$ cat src/rtl/cim_mem_arbiter_if.sv
// Source-side request/grant/return bundle and memory-side command bundle of the CiM storage arbiter.
interface cim_mem_arbiter_if #(
  parameter int NUM_SRC = 3,
  parameter int ADDR_W  = 10,
  parameter int DATA_W  = 16
);
  logic [NUM_SRC-1:0]        src_req;
  logic [NUM_SRC-1:0]        src_we;
  logic [NUM_SRC*ADDR_W-1:0] src_addr;
  logic [NUM_SRC*DATA_W-1:0] src_wdata;
  logic [NUM_SRC-1:0]        src_gnt;
  logic [NUM_SRC-1:0]        src_rvalid;
  logic [DATA_W-1:0]         src_rdata;
  logic                      mem_en;
  logic                      mem_we;
  logic [ADDR_W-1:0]         mem_addr;
  logic [DATA_W-1:0]         mem_wdata;
  logic [DATA_W-1:0]         mem_rdata;
  logic [NUM_SRC-1:0]        starved;

  // arbiter view
  modport slave (
    input  src_req, src_we, src_addr, src_wdata, mem_rdata,
    output src_gnt, src_rvalid, src_rdata, mem_en, mem_we, mem_addr, mem_wdata, starved
  );

  // requesters plus memory view
  modport master (
    output src_req, src_we, src_addr, src_wdata, mem_rdata,
    input  src_gnt, src_rvalid, src_rdata, mem_en, mem_we, mem_addr, mem_wdata, starved
  );
endinterface

$ cat src/rtl/cim_mem_arbiter.sv
// NUM_SRC-way arbiter for the single-port temp-result storage: fixed priority with starvation
// promotion or round robin; memory command registered one cycle after grant, read data tagged back after RD_LAT.
module cim_mem_arbiter #(
  parameter int NUM_SRC      = 3,
  parameter int ADDR_W       = 10,
  parameter int DATA_W       = 16,
  parameter int RD_LAT       = 2,
  parameter int RR_MODE      = 0,
  parameter int STARVE_LIMIT = 7
) (
  input  logic              clk,
  input  logic              rst_n,
  cim_mem_arbiter_if.slave  io_bus
);
  localparam int         PTR_W = (NUM_SRC > 1) ? $clog2(NUM_SRC) : 1;
  localparam logic [3:0] LIMIT = 4'(STARVE_LIMIT);

  logic [NUM_SRC-1:0] w_req;
  logic [NUM_SRC-1:0] w_prom;
  logic [NUM_SRC-1:0] w_gnt;
  logic [PTR_W-1:0]   w_idx;
  logic               w_any;
  int                 w_cand;

  logic [PTR_W-1:0]   r_ptr;
  logic [3:0]         r_age [NUM_SRC];
  logic [NUM_SRC-1:0] r_starved;
  logic               r_mem_en;
  logic               r_mem_we;
  logic [ADDR_W-1:0]  r_mem_addr;
  logic [DATA_W-1:0]  r_mem_wdata;
  logic [NUM_SRC-1:0] r_cmd_tag;
  logic [NUM_SRC-1:0] r_tag_pipe [RD_LAT];

  assign w_req  = io_bus.src_req;
  assign w_prom = w_req & r_starved;

  always_comb begin
    w_idx  = '0;
    w_any  = 1'b0;
    w_cand = 0;
    if (RR_MODE != 0) begin
      for (int k = 0; k < NUM_SRC; k++) begin
        w_cand = int'(r_ptr) + k;
        if (w_cand >= NUM_SRC) w_cand = w_cand - NUM_SRC;
        if (!w_any && w_req[w_cand]) begin
          w_any = 1'b1;
          w_idx = PTR_W'(w_cand);
        end
      end
    end else begin
      // promoted requesters first, then plain lowest-index
      for (int i = 0; i < NUM_SRC; i++) begin
        if (!w_any && w_prom[i]) begin
          w_any = 1'b1;
          w_idx = PTR_W'(i);
        end
      end
      for (int i = 0; i < NUM_SRC; i++) begin
        if (!w_any && w_req[i]) begin
          w_any = 1'b1;
          w_idx = PTR_W'(i);
        end
      end
    end
  end

  assign w_gnt = (w_any && rst_n) ? (NUM_SRC'(1) << w_idx) : '0;

  always_ff @(posedge clk or negedge rst_n) begin
    if (!rst_n) begin
      r_ptr       <= '0;
      r_starved   <= '0;
      r_mem_en    <= 1'b0;
      r_mem_we    <= 1'b0;
      r_mem_addr  <= '0;
      r_mem_wdata <= '0;
      r_cmd_tag   <= '0;
      for (int i = 0; i < NUM_SRC; i++) r_age[i] <= '0;
      for (int j = 0; j < RD_LAT; j++) r_tag_pipe[j] <= '0;
    end else begin
      r_mem_en  <= w_any;
      r_cmd_tag <= '0;
      if (w_any) begin
        r_mem_we    <= io_bus.src_we[w_idx];
        r_mem_addr  <= io_bus.src_addr[int'(w_idx)*ADDR_W +: ADDR_W];
        r_mem_wdata <= io_bus.src_wdata[int'(w_idx)*DATA_W +: DATA_W];
        if (!io_bus.src_we[w_idx]) r_cmd_tag <= w_gnt;
        if (RR_MODE != 0) r_ptr <= (int'(w_idx) == NUM_SRC-1) ? '0 : w_idx + PTR_W'(1);
      end
      for (int i = 0; i < NUM_SRC; i++) begin
        if (RR_MODE == 0 && w_req[i] && !w_gnt[i]) begin
          r_age[i]     <= (r_age[i] == LIMIT) ? LIMIT : r_age[i] + 4'd1;
          r_starved[i] <= (r_age[i] >= LIMIT - 4'd1);
        end else begin
          r_age[i]     <= '0;
          r_starved[i] <= 1'b0;
        end
      end
      // tag line starts at the mem_en cycle so its tap lines up with mem_rdata
      r_tag_pipe[0] <= r_cmd_tag;
      for (int j = 1; j < RD_LAT; j++) r_tag_pipe[j] <= r_tag_pipe[j-1];
    end
  end

  assign io_bus.src_gnt    = w_gnt;
  assign io_bus.src_rvalid = r_tag_pipe[RD_LAT-1];
  assign io_bus.src_rdata  = io_bus.mem_rdata;
  assign io_bus.mem_en     = r_mem_en;
  assign io_bus.mem_we     = r_mem_we;
  assign io_bus.mem_addr   = r_mem_addr;
  assign io_bus.mem_wdata  = r_mem_wdata;
  assign io_bus.starved    = r_starved;
endmodule
$ cat src/flat_wrapper.sv
// flat-port wrapper written by rule: the top's interface ports become plain ports
module cim_mem_arbiter_flat 
#(
  parameter int NUM_SRC      = 3,
  parameter int ADDR_W       = 10,
  parameter int DATA_W       = 16,
  parameter int RD_LAT       = 2,
  parameter int RR_MODE      = 0,
  parameter int STARVE_LIMIT = 7
)
  (clk, rst_n, io_bus_src_req, io_bus_src_we, io_bus_src_addr, io_bus_src_wdata, io_bus_mem_rdata, io_bus_src_gnt, io_bus_src_rvalid, io_bus_src_rdata, io_bus_mem_en, io_bus_mem_we, io_bus_mem_addr, io_bus_mem_wdata, io_bus_starved);
  cim_mem_arbiter_if #(.NUM_SRC(NUM_SRC), .ADDR_W(ADDR_W), .DATA_W(DATA_W)) io_bus_i ();
  input  logic clk;
  input  logic rst_n;
  input wire logic [$bits(io_bus_i.src_req)-1:0] io_bus_src_req;
  input wire logic [$bits(io_bus_i.src_we)-1:0] io_bus_src_we;
  input wire logic [$bits(io_bus_i.src_addr)-1:0] io_bus_src_addr;
  input wire logic [$bits(io_bus_i.src_wdata)-1:0] io_bus_src_wdata;
  input wire logic [$bits(io_bus_i.mem_rdata)-1:0] io_bus_mem_rdata;
  output wire logic [$bits(io_bus_i.src_gnt)-1:0] io_bus_src_gnt;
  output wire logic [$bits(io_bus_i.src_rvalid)-1:0] io_bus_src_rvalid;
  output wire logic [$bits(io_bus_i.src_rdata)-1:0] io_bus_src_rdata;
  output wire logic [$bits(io_bus_i.mem_en)-1:0] io_bus_mem_en;
  output wire logic [$bits(io_bus_i.mem_we)-1:0] io_bus_mem_we;
  output wire logic [$bits(io_bus_i.mem_addr)-1:0] io_bus_mem_addr;
  output wire logic [$bits(io_bus_i.mem_wdata)-1:0] io_bus_mem_wdata;
  output wire logic [$bits(io_bus_i.starved)-1:0] io_bus_starved;
  assign io_bus_i.src_req = io_bus_src_req;
  assign io_bus_i.src_we = io_bus_src_we;
  assign io_bus_i.src_addr = io_bus_src_addr;
  assign io_bus_i.src_wdata = io_bus_src_wdata;
  assign io_bus_i.mem_rdata = io_bus_mem_rdata;
  assign io_bus_src_gnt = io_bus_i.src_gnt;
  assign io_bus_src_rvalid = io_bus_i.src_rvalid;
  assign io_bus_src_rdata = io_bus_i.src_rdata;
  assign io_bus_mem_en = io_bus_i.mem_en;
  assign io_bus_mem_we = io_bus_i.mem_we;
  assign io_bus_mem_addr = io_bus_i.mem_addr;
  assign io_bus_mem_wdata = io_bus_i.mem_wdata;
  assign io_bus_starved = io_bus_i.starved;
  cim_mem_arbiter #(.NUM_SRC(NUM_SRC), .ADDR_W(ADDR_W), .DATA_W(DATA_W), .RD_LAT(RD_LAT), .RR_MODE(RR_MODE), .STARVE_LIMIT(STARVE_LIMIT)) u_core (.clk(clk), .rst_n(rst_n), .io_bus(io_bus_i));
endmodule
$ cat config.mk
export PLATFORM = sky130hd
export DESIGN_NAME = cim_mem_arbiter_flat
export DESIGN_NICKNAME = d
export VERILOG_FILES = /design/src/rtl/cim_mem_arbiter_if.sv /design/src/rtl/cim_mem_arbiter.sv /design/src/flat_wrapper.sv
export SDC_FILE = /design/constraint.sdc
export NUM_CORES = 1
export LEC_CHECK = 0
export ABC_AREA = 1
export ABC_CLOCK_PERIOD_IN_PS = 2140
export BUFFER_PORTS_ARGS = -buffer_cell sky130_fd_sc_hd__buf_2
export CAP_MARGIN = 15
export CORE_MARGIN = 2
export CORE_UTILIZATION = 25
export CTS_BUF_LIST = sky130_fd_sc_hd__clkbuf_16
export DETAILED_ROUTE_END_ITERATION = 16
export SYNTH_ARGS = -nofsm -noshare
export SYNTH_HDL_FRONTEND = slang
export SYNTH_SLANG_ARGS = --single-unit
$ cat constraint.sdc
create_clock -name clk -period 2.14 [get_ports clk]
set_clock_uncertainty 0.1 [all_clocks]
set_input_delay 0.107 -clock clk [delete_from_list [all_inputs] [get_ports clk]]
set_output_delay 0.107 -clock clk [all_outputs]
set_load 0.1 [all_outputs]
==> metrics.md <==
| Metric | Value |
|---|---|
| Outcome | complete, no violations |
| PostCTS Resize Cnt | 0 |
| Maximum root-to-sink buffer count | 2 |
| Dpl ws | 0.3567 ns |
| Setup TNS Final | 0 ns |
| Leading area contributor after synthesis | dfrtp_1 |
| Global-route wire length before repair | 13.17 mm |
| Synth Warn # | 0 |
| Crit-path cells | nand2_2 -> nand4_1 -> nand2_2 -> nor2_1 -> nand2_1 -> inv_1 -> buf_12 |
| Clock transition at path regs | around 0.070 ns |
| Post-route ant nets | 0 |
| I/O Buffers | 122 |
| Arr. time, crit path | between 1.5 and 2 ns |
| Initial DRC Count | ~160 |
| Startpoint types | flip-flop |
| Post-DP HPWL | 5.958 mm |
| Finish-stage setup viols | 0 |
| Tot Pwr | 2996 uW |
| RSZ-0062 raised after global routing | false |
| Most common cell after layout, fill and taps aside | nand2_1 |
| Pwr/cell area | 794.7 nW/um^2 |
| Layout cells sized above 1 | 0.4043 |
| WP buf/inv | 2 |
| Slew Viols, Final | 0 |
| Hold buffers post-CTS | 2 |
| Peak supply drop | 394.4 uV |
| Finished Core Util | 0.3288 |
| Slowest CP cell | dfrtp_4 |
| Top delay family on crit path | simple AND/OR/NAND/NOR gates |
| Achievable Freq | about 0.5 GHz |
| Slowest stage delay, CP | 0.47 ns |
| Worst hold path class | input port to flip-flop |
| Register area share after synthesis | 0.4409 |
| Core Rows | 39 |
| Diodes inserted | 0 |
| DR WL/cell | 12.91 um |
| Final period util | 0.9367 |
| Count of cell types in the netlist | 19 |
| Endpoint class of the critical path | output port |
| CTS sink cnt | 52 |
| CTS tree | yes |
| CTS Buf Count | 5 |
| Hold violation count in the final report | 0 |
| Initial Utilization | 0.2574 |
| Most frequent cells in the layout | nand2_1, buf_2, dfrtp_1 |
| DRT Wirelength | 7.912 mm |
| Area growth from synthesis to layout | 27.72% |
| Worst-Skew Late Latency | 0.29 ns |
| Die area | between 10000 and 15000 um^2 |
| Initial antenna violation count | 0 |
| Die Ht | 112.7 um |
| Largest net degree at the start of global routing | 53 |
| Die Span X | 112.7 um |
| Fin crit period | 2.005 ns |
| Avg Cell Area, Syn | 8.087 um^2 |
| Worst Tran Pin Value | 0.7008 ns |
| Final Wtd Congestion | 0.7949 |
| Top cell type's share of synthesized area | 0.4409 |
| Drc violations | 0 |
| Synthesized Nets | 473 |
| Post-CTS Setup Repair Bufs | 0 |
| Lkg Pwr | 0.001977 uW |
| Crit Path Category | flip-flop to output port |
| Cell types occupying the most area after synthesis | dfrtp_1, nand2_1, a21oi_2 |
| Relative slew slack | 0.5321 |
| Core footprint | 11470 um^2 |
| Worst-path fanout max | 14 |
| Nets@finish | around 580 |
| Total GRT Usage | 0.1284 |
| Top-level I/O count | 155 |
| Most Frequent Cell on Critical Path | nand2_2 |
| R2R Setup Slk | roughly 0.38 ns |
| Synthesized cell area | 2952 um^2 |
| CTS HTree Levels | 2 |
| Synthesized instance count | 365 |
| First-pass DRT Iterations | 5 |
| Total gr overflow | 0 |
| WP data required | between 1.5 and 2 ns |
| FILL cells | 1227 |
| Setup WS post-layout | 0.1354 ns |
| Clock root cell | clkbuf_16 |
| Max Cap Viol | 0 |
| Vias/cell | 4.406 |
| DR vias | 2701 |
| Vias in the first global route | roughly 2700 |
| Synth Register Bits | 52 |
-- metal layers --
| metal | routed length (um) | GRT usage | share of wire |
|---|---|---|---|
| met1 | 3434 | 0.1688 | 0.43 |
| met2 | 3612 | 0.2040 | 0.46 |
| met3 | 762 | 0.04482 | 0.096 |
| met4 | 102 | 0.03008 | 0.013 |
| met5 | 0 | 0 | 0 |
-- synth_stat cells --
cell type / instances
nor2_1: 35
xor2_1: 1
buf_6: 5
o21ai_0: 6
dfrtp_1: 52
inv_2: 4
nand4_1: 3
nand2_2: 5
buf_4: 24
ha_1: 6
nand3_1: 17
a21oi_1: 21
a21oi_2: 40
nand2_1: 123
inv_1: 15
clkinv_1: 1
buf_2: 4
nand2_4: 1
nor3_1: 2
-- cell families after synthesis --
family                   count (synthesis)  synth area share
adder cells (fa/ha/maj)                  6           0.02543
flip-flops                              52            0.4409
buffers and inverters                   53            0.1123
AO/OA/AOI/OAI                           67            0.1645
XOR/XNOR                                 1          0.002968
AND/OR/NAND/NOR                        186            0.2539
-- registers in the layout (all words and copies together), names as in the netlist --
register                  cells
u_core.io_bus.mem_we          1
u_core.r_age                 12
u_core.io_bus.mem_addr       10
u_core.r_tag_pipe             3
u_core.r_cmd_tag              3
u_core.io_bus.starved         3
u_core.io_bus.src_rvalid      3
u_core.io_bus.mem_wdata      16
u_core.io_bus.mem_en          1
-- power by group --
part / switching [uW] / internal [uW]
logic: 816 / 223
registers: 54.5 / 1070
clock network: 386 / 444
-- cell type report --
| class | count | area (um^2) | share of cell area |
|---|---|---|---|
| tap | 143 | 178.9 | 0.04746 |
| sequential | 52 | 1310 | 0.3475 |
| multi-input combinational | 260 | 1326 | 0.3518 |
| clock inverter | 3 | 27.53 | 0.007302 |
| timing repair buffer | 130 | 723.2 | 0.1918 |
| clock buffer | 5 | 125.1 | 0.03319 |
| inverter | 20 | 78.83 | 0.02091 |
-- final timing paths --
| path | startpoint | to | depth (start not counted) |
|---|---|---|---|
| setup / recovery | u_core.io_bus.starved[2] | io_bus_src_gnt[0] | 7 |
| hold / removal | io_bus_src_wdata[34] | u_core.io_bus.mem_wdata[2] | 3 |
| setup reg to reg | u_core.io_bus.starved[2] | u_core.io_bus.mem_wdata[9] | 5 |
| hold reg to reg | u_core.r_tag_pipe[4] | u_core.io_bus.src_rvalid[1] | 0 |
| max in group asynchronous | rst_n | u_core.io_bus.starved[0] | 3 |
| min in group asynchronous | rst_n | u_core.r_tag_pipe[5] | 3 |
-- per-stage QoR --
step | hold slack [ns] | std cells | instance area [um^2]
3_5_place_dp | 0.1147 | 602 | 3587
3_3_place_gp | 0.1147 | 602 | 3587
2_1_floorplan | -0.2886 | 365 | 2972
6_report | 0.003189 | 613 | 3770
5_1_grt | 0.01080 | 613 | 3770
4_1_cts | 0.0005925 | 612 | 3760
-- worst min-delay path: stages --
cell and delay, ns:
buf_2 0.08, a21oi_2 0.05, a21oi_2 0.11
No activity file was read; power rests on OpenSTA's default activity.
